[config.mk]
export PLATFORM = sky130hd
export DESIGN_NAME = unidade_controle_jogo_flat
export DESIGN_NICKNAME = d
export VERILOG_FILES = /design/src/rtl/unidade_controle_jogo_if.sv /design/src/rtl/unidade_controle_jogo.sv /design/src/flat_wrapper.sv
export SDC_FILE = /design/constraint.sdc
export NUM_CORES = 1
export LEC_CHECK = 0
export ABC_AREA = 1
export BUFFER_PORTS_ARGS = -buffer_cell sky130_fd_sc_hd__buf_2
export CAP_MARGIN = 40
export CORE_AREA = 5 5 42 44
export CTS_BUF_LIST = sky130_fd_sc_hd__clkbuf_16
export CTS_CLUSTER_SIZE = 12
export DETAILED_ROUTE_END_ITERATION = 8
export DIE_AREA = 0 0 47 49
export PLACE_DENSITY = 0.47
export SYNTH_ARGS = -nofsm -noshare
export SYNTH_HDL_FRONTEND = slang
export SYNTH_SLANG_ARGS = --single-unit
export TNS_END_PERCENT = 30
[constraint.sdc]
create_clock -name clock -period 1.5 [get_ports clock]
set_input_delay 0.225 -clock clock [delete_from_list [all_inputs] [get_ports clock]]
set_output_delay 0.225 -clock clock [all_outputs]
set_load 0.05 [all_outputs]
[src/rtl/unidade_controle_jogo_if.sv]
// Control/status bundle between the game control unit and its counter/comparator datapath.
// The master side is the control unit; the slave side is the datapath and front panel.
interface unidade_controle_jogo_if;
  logic       iniciar;
  logic       jogada;
  logic       igual;
  logic       fim;
  logic       zera;
  logic       conta;
  logic       registra;
  logic       pronto;
  logic       acertou;
  logic       errou;
  logic       timeout;
  logic [3:0] db_estado;

  modport master (
    input  iniciar,
    input  jogada,
    input  igual,
    input  fim,
    output zera,
    output conta,
    output registra,
    output pronto,
    output acertou,
    output errou,
    output timeout,
    output db_estado
  );

  modport slave (
    output iniciar,
    output jogada,
    output igual,
    output fim,
    input  zera,
    input  conta,
    input  registra,
    input  pronto,
    input  acertou,
    input  errou,
    input  timeout,
    input  db_estado
  );
endinterface

[src/rtl/unidade_controle_jogo.sv]
// Moore control unit for one game round: clear the counter, wait for each move, latch the
// switches, check the comparison and either advance or finish.
// Optional feature: define TIMEOUT_EN to abort a round after TIMEOUT_CICLOS idle cycles in ESPERA.
module unidade_controle_jogo #(
  parameter int unsigned TIMEOUT_CICLOS = 1000
) (
  input  logic                   clock,
  input  logic                   reset,
  unidade_controle_jogo_if.master bus
);

  localparam logic [3:0] StInicial    = 4'b0000;
  localparam logic [3:0] StPrepara    = 4'b0001;
  localparam logic [3:0] StEspera     = 4'b0010;
  localparam logic [3:0] StRegistra   = 4'b0011;
  localparam logic [3:0] StCompara    = 4'b0100;
  localparam logic [3:0] StProximo    = 4'b0101;
  localparam logic [3:0] StFimAcertou = 4'b1010;
  localparam logic [3:0] StFimErrou   = 4'b1110;
  localparam logic [3:0] StFimTimeout = 4'b1111;

  logic [3:0] estado_q, estado_d;
  logic       jogada_q, jogada_d;
  logic       pulso;
  logic       expirou;

  // One-shot on the rising edge of the move button.
  assign jogada_d = bus.jogada;
  assign pulso    = bus.jogada & ~jogada_q;

`ifdef TIMEOUT_EN
  localparam int unsigned TW = $clog2(TIMEOUT_CICLOS);
  localparam logic [TW-1:0] TLast = TW'(TIMEOUT_CICLOS - 1);

  logic [TW-1:0] tcnt_q, tcnt_d;

  // Idle counter: runs only while waiting for a move, restarts on every entry into ESPERA.
  always_comb begin
    tcnt_d = '0;
    if (estado_q == StEspera) begin
      tcnt_d = tcnt_q + TW'(1);
    end
  end

  // Timeout counter register.
  always_ff @(posedge clock or negedge reset) begin
    if (!reset) begin
      tcnt_q <= '0;
    end else begin
      tcnt_q <= tcnt_d;
    end
  end

  assign expirou = (estado_q == StEspera) && (tcnt_q == TLast);
`else
  logic unused_timeout_cfg;
  assign unused_timeout_cfg = (TIMEOUT_CICLOS >= 2);
  assign expirou = 1'b0;
`endif

  // State and edge-detector registers.
  always_ff @(posedge clock or negedge reset) begin
    if (!reset) begin
      estado_q <= StInicial;
      jogada_q <= 1'b0;
    end else begin
      estado_q <= estado_d;
      jogada_q <= jogada_d;
    end
  end

  // Next-state logic.
  always_comb begin
    estado_d = StInicial;
    case (estado_q)
      StInicial:  estado_d = bus.iniciar ? StPrepara : StInicial;
      StPrepara:  estado_d = StEspera;
      StEspera: begin
        // A move in the expiry cycle takes precedence over the timeout.
        if (pulso) begin
          estado_d = StRegistra;
        end else if (expirou) begin
          estado_d = StFimTimeout;
        end else begin
          estado_d = StEspera;
        end
      end
      StRegistra: estado_d = StCompara;
      StCompara: begin
        if (!bus.igual) begin
          estado_d = StFimErrou;
        end else if (bus.fim) begin
          estado_d = StFimAcertou;
        end else begin
          estado_d = StProximo;
        end
      end
      StProximo:    estado_d = StEspera;
      StFimAcertou: estado_d = bus.iniciar ? StPrepara : StFimAcertou;
      StFimErrou:   estado_d = bus.iniciar ? StPrepara : StFimErrou;
      StFimTimeout: estado_d = bus.iniciar ? StPrepara : StFimTimeout;
      default:      estado_d = StInicial;
    endcase
  end

  // Moore output decode.
  always_comb begin
    bus.zera     = 1'b0;
    bus.conta    = 1'b0;
    bus.registra = 1'b0;
    bus.pronto   = 1'b0;
    bus.acertou  = 1'b0;
    bus.errou    = 1'b0;
    case (estado_q)
      StPrepara:  bus.zera     = 1'b1;
      StRegistra: bus.registra = 1'b1;
      StProximo:  bus.conta    = 1'b1;
      StFimAcertou: begin
        bus.pronto  = 1'b1;
        bus.acertou = 1'b1;
      end
      StFimErrou, StFimTimeout: begin
        bus.pronto = 1'b1;
        bus.errou  = 1'b1;
      end
      default: ;
    endcase
  end

`ifdef TIMEOUT_EN
  assign bus.timeout = (estado_q == StFimTimeout);
`else
  assign bus.timeout = 1'b0;
`endif

  assign bus.db_estado = estado_q;

endmodule
[src/flat_wrapper.sv]
// flat-port wrapper written by rule: the top's interface ports become plain ports
module unidade_controle_jogo_flat 
#(
  parameter int unsigned TIMEOUT_CICLOS = 1000
)
  (clock, reset, bus_iniciar, bus_jogada, bus_igual, bus_fim, bus_zera, bus_conta, bus_registra, bus_pronto, bus_acertou, bus_errou, bus_timeout, bus_db_estado);
  unidade_controle_jogo_if bus_i ();
  input  logic clock;
  input  logic reset;
  input wire logic [$bits(bus_i.iniciar)-1:0] bus_iniciar;
  input wire logic [$bits(bus_i.jogada)-1:0] bus_jogada;
  input wire logic [$bits(bus_i.igual)-1:0] bus_igual;
  input wire logic [$bits(bus_i.fim)-1:0] bus_fim;
  output wire logic [$bits(bus_i.zera)-1:0] bus_zera;
  output wire logic [$bits(bus_i.conta)-1:0] bus_conta;
  output wire logic [$bits(bus_i.registra)-1:0] bus_registra;
  output wire logic [$bits(bus_i.pronto)-1:0] bus_pronto;
  output wire logic [$bits(bus_i.acertou)-1:0] bus_acertou;
  output wire logic [$bits(bus_i.errou)-1:0] bus_errou;
  output wire logic [$bits(bus_i.timeout)-1:0] bus_timeout;
  output wire logic [$bits(bus_i.db_estado)-1:0] bus_db_estado;
  assign bus_i.iniciar = bus_iniciar;
  assign bus_i.jogada = bus_jogada;
  assign bus_i.igual = bus_igual;
  assign bus_i.fim = bus_fim;
  assign bus_zera = bus_i.zera;
  assign bus_conta = bus_i.conta;
  assign bus_registra = bus_i.registra;
  assign bus_pronto = bus_i.pronto;
  assign bus_acertou = bus_i.acertou;
  assign bus_errou = bus_i.errou;
  assign bus_timeout = bus_i.timeout;
  assign bus_db_estado = bus_i.db_estado;
  unidade_controle_jogo #(.TIMEOUT_CICLOS(TIMEOUT_CICLOS)) u_core (.clock(clock), .reset(reset), .bus(bus_i));
endmodule
Word level (Yosys, flattened, before mapping):

Index checks and enable logic that the tools add are counted.

* eq/ne operators: 8
* muxes and demuxes: 14
* bitwise operators: 2
* reduce and logical (&&, ||, !) cells: 4

Operator list (count)
* 4-bit case mux with 8 select lines: 1
* 4-bit 2-to-1 mux: 5
* 4-bit equality test, second input constant: 3
* 4-bit by 2-bit equality test with 1-bit output, second input constant: 2
* 4-bit by 3-bit equality test with 1-bit output, second input constant: 2
* 1-bit 2-to-1 mux: 8
* 4-bit by 1-bit equality test with 1-bit output, second input constant: 1
* 4-bit logical NOT: 1
* 2-bit OR reduction: 2
* 3-bit OR reduction: 1
* 1-bit bitwise AND: 1
* 1-bit inverter: 1

* bits in registers: 5
* input port bits: 6
* output and inout bits: 11
* logic and storage cells: 30

Logic depth before layout (Yosys ltp):

* depth after elaboration: 4
* gate-level depth with buffers: 6
* mapped depth without buffers: 5

Worst setup path after synthesis:

Ideal clock, no wire load.

* path type: reg2out
* start point: register u_core.estado_q[0], in the netlist u_core.bus.db_estado[0]
* end point: output port bus_zera
* arrival: 2.392 ns
* data required time: 1.275 ns
* slack: -1.117 ns
* stages on the path, launching flop included: 3
* path buffers: 0
* cells stage by stage: dfrtp_1 inv_1 nor4_1

* longest elaborated chain between the ends: 2

Ends and longest elaborated chain
* from (decl): RTL line unidade_controle_jogo.sv:22 `logic [3:0] estado_q, estado_d;`
* from (signal assigned): RTL line unidade_controle_jogo.sv:64 `estado_q <= StInicial;`
* from (signal assigned): RTL line unidade_controle_jogo.sv:67 `estado_q <= estado_d;`
* 4-bit by 1-bit equality test with 1-bit output: RTL line unidade_controle_jogo.sv:114 `case (estado_q)`
* 1-bit 2-to-1 mux: RTL line unidade_controle_jogo.sv:114
* to (decl): RTL line flat_wrapper.sv:14 `output wire logic [$bits(bus_i.zera)-1:0] bus_zera;`

No other way between the ends.

Final worst setup path:

* start point: register u_core.estado_q[2], in the netlist u_core.bus.db_estado[2]
* end point: output port bus_pronto

* longest elaborated chain between the ends: 3
* elaborated cells between the ends (all ways): 5
* those cells by class: eq/ne: 3; mux: 1; reduce/logical: 1

Ends and longest elaborated chain
* 4-bit equality test: RTL line unidade_controle_jogo.sv:114
* 3-bit OR reduction (no line) (*)
* 1-bit 2-to-1 mux (*): RTL line unidade_controle_jogo.sv:114
* to (decl): RTL line flat_wrapper.sv:17 `output wire logic [$bits(bus_i.pronto)-1:0] bus_pronto;`

Mark *: on every way between the ends. The rest lies on a longest branch, timed or not.

==> results.yml <==
run_status:
  status: "finished, final reports clean"
synthesis:
  synth_top_area_frac: 0.3774
  yosys.area.top_type: "dfrtp_1"
  synth_seq_cells: 5
  syn_avg_cell_area_um2: 7.055
  ys_seq_area_frac: 0.3774
  netlist_instances: 47
  synth_warnings: 0
  syn_area_um2: 331.6
  synthesis.nets: 53
  synth_area_leaders: "dfrtp_1 38%, nand3_1 11%, inv_1 7.9%, nand2_1 7.9%, nor2_1 7.9%"
  netlist-cell-type-count: 14
sta:
  setup_tns_ns: 0
  clock_skew_ns: 0.002078
  rsz0062_at_grt: "yes"
  slew_viol_final: 0
  min_period_over_period: 0.9738
  hold_viol: 0
  finalSetupViolCount: 0
  fmax_ghz: 0.6846
  finalCriticalPeriod_ns: 1.461
critical_path:
  reg2regPathDepth: 5
  reg2reg_from: "u_core.bus.db_estado[2]"
  r2r_setup_slack_ns: 0.30
  worst_setup_path_start_kind: "register"
  required_ns: 1.27
  cp.arrival_ns: 1.24
  crit-reg2reg-capture: "u_core.bus.db_estado[0]"
  cp_max_fo: 6
  crit_type: "reg -> out"
  cp-end-kind: "output port"
worst_hold_path:
  hold_path_end: "u_core.jogada_q"
  hold_class: "in -> reg"
  min_from: "bus_jogada"
  holdPathStages: 1
detailed_routing:
  ant_nets: 0
  wl_mm: 1.016
  detail_route.wl_per_cell_um: 12.10
  via_per_inst: 4.369
  dr.pass1.iters: 2
  drtIter0Drc: 5
  drc: 0
  detailroute.via_count: 367
floorplanning:
  core_mm2: 0.001401
  initial_core_util: 0.2366
  die_area_mm2: 0.002303
  num_rows: 14
  die_h_um: 49
  die_w_um: 47
  ios: 17
grt:
  grt_pass1_wl_mm: 1.538
  grt_usage: 0.09979
  grt_pass1_vias: 357
  met2_usage: 0.1357
  grt_start_max_net_pins: 11
  antenna_found_initial: 0
  overflow: 0
  use_met3: 0.03321
  grt_busiest_layer: "met2"
  grt_use_met1: 0.1071
cts:
  cts_buffers: 3
  cts.sinks: 5
  root_buffer: "clkbuf_16"
  htreeDepth: 1
  path_clk_slew_ns: 0.03
  insertion_delay_ns: 0.23
  clock_path_buffers: 2
  cts_tree: "yes"
power_and_ir_drop:
  leakagePower_nw: 0.3036
  total_power_w: 0.001584
  power_density_mw_per_mm2: 2536
  ir_drop_mv: 0.8553
layout:
  final_cell_mix: "9 x buf_2, 7 x nand3_1, 7 x nand2_1"
  syn_to_final_growth_pct: 88.30
  final_nets: 75
  fin_util: 0.4455
  layout-drive-gt1-share: 0.5147
  diodes: 0
  final_common_cell: "buf_2"
place:
  place.gp.congestion: 0.7934
  hpwl_um: 717.9
  io_buffer_count: 15
job:
  maxCapViolCount: 0
-- worst max-delay path by stage --
stage	startpoint	endpoint	slack, ns
CTS	u_core.bus.db_estado[3]	bus_zera	0.01
floorplan	u_core.bus.db_estado[2]	bus_conta	-0.13
global route	u_core.bus.db_estado[1]	bus_acertou	-0.02
finish	u_core.bus.db_estado[2]	bus_pronto	0.04
detailed placement	u_core.bus.db_estado[2]	bus_registra	0.11
global placement	u_core.bus.db_estado[2]	bus_registra	0.10
-- metrics by stage --
| step | std cells | hold WS [ns] | setup WS [ns] | area [um^2] |
|---|---|---|---|---|
| 5_1_grt | 84 | 0.1253 | -0.01710 | 624.3 |
| 6_report | 84 | 0.1193 | 0.03935 | 624.3 |
| 2_1_floorplan | 47 | -0.07059 | -0.1318 | 394.1 |
| 3_3_place_gp | 77 | 0.04796 | 0.1042 | 474.2 |
| 4_1_cts | 82 | 0.1184 | 0.009758 | 590.6 |
| 3_5_place_dp | 77 | 0.04527 | 0.1137 | 474.2 |
-- sequential cells by signal (all words and copies together) (netlist names) --
| register | cells |
|---|---|
| u_core.bus.db_estado | 4 |
| u_core.jogada_q | 1 |
-- critical path, cell delays in order, from the launching register on --
cell and delay [ns]:
dfrtp_4 0.48, inv_2 0.07, buf_4 0.15, a21oi_4 0.13, buf_6 0.17
-- report_power, final --
group	switching (W)	total, W	internal (W)
Combinational	0.000544	0.000809	0.000265
Clock	0.0000947	0.000443	0.000349
Sequential	0.000132	0.000331	0.000199
Total	0.000771	0.00158	0.000813
-- per-layer routing --
layer | share of wire | vias up
met4 | 0.054 | 0
met1 | 0.41 | 160
li1 | - | 192
met3 | 0.038 | 5
met2 | 0.50 | 10
met5 | 0 | -
-- cells by family after synthesis --
kind of cell | count (synthesis) | share of synthesized area
other cells | 1 | 0.01131
simple gates | 28 | 0.3887
compound gates | 3 | 0.05284
flops | 5 | 0.3774
buf+inv | 10 | 0.1698
-- cell usage after synthesis --
cell / count
dfrtp_1: 5
conb_1: 1
nand3_1: 7
nor3_1: 2
buf_4: 1
nand2_1: 7
nor2_1: 7
o211ai_1: 1
inv_1: 7
nor4_1: 2
nand2_2: 1
a21oi_1: 2
nand4_1: 2
buf_6: 2
-- cell type report --
cell class | count | area [um^2]
Fill cell | 134 | 777.0
Multi-Input combinational cell | 32 | 212.7
Timing Repair Buffer | 20 | 152.6
Sequential cell | 5 | 132.6
Clock buffer | 3 | 75.07
Inverter | 7 | 26.28
Tap cell | 16 | 20.02
Clock inverter | 1 | 5.005
-- what timing repair did --
item                       in CTS  in global routing
hold endpoints to repair        5                  0
pin swaps                       0                  3
hold buffers                    1                  0
gates resized for setup        10                  5
buffers inserted                0                  2
setup endpoints to repair       6                  6
(Power assumes the default switching activity.)
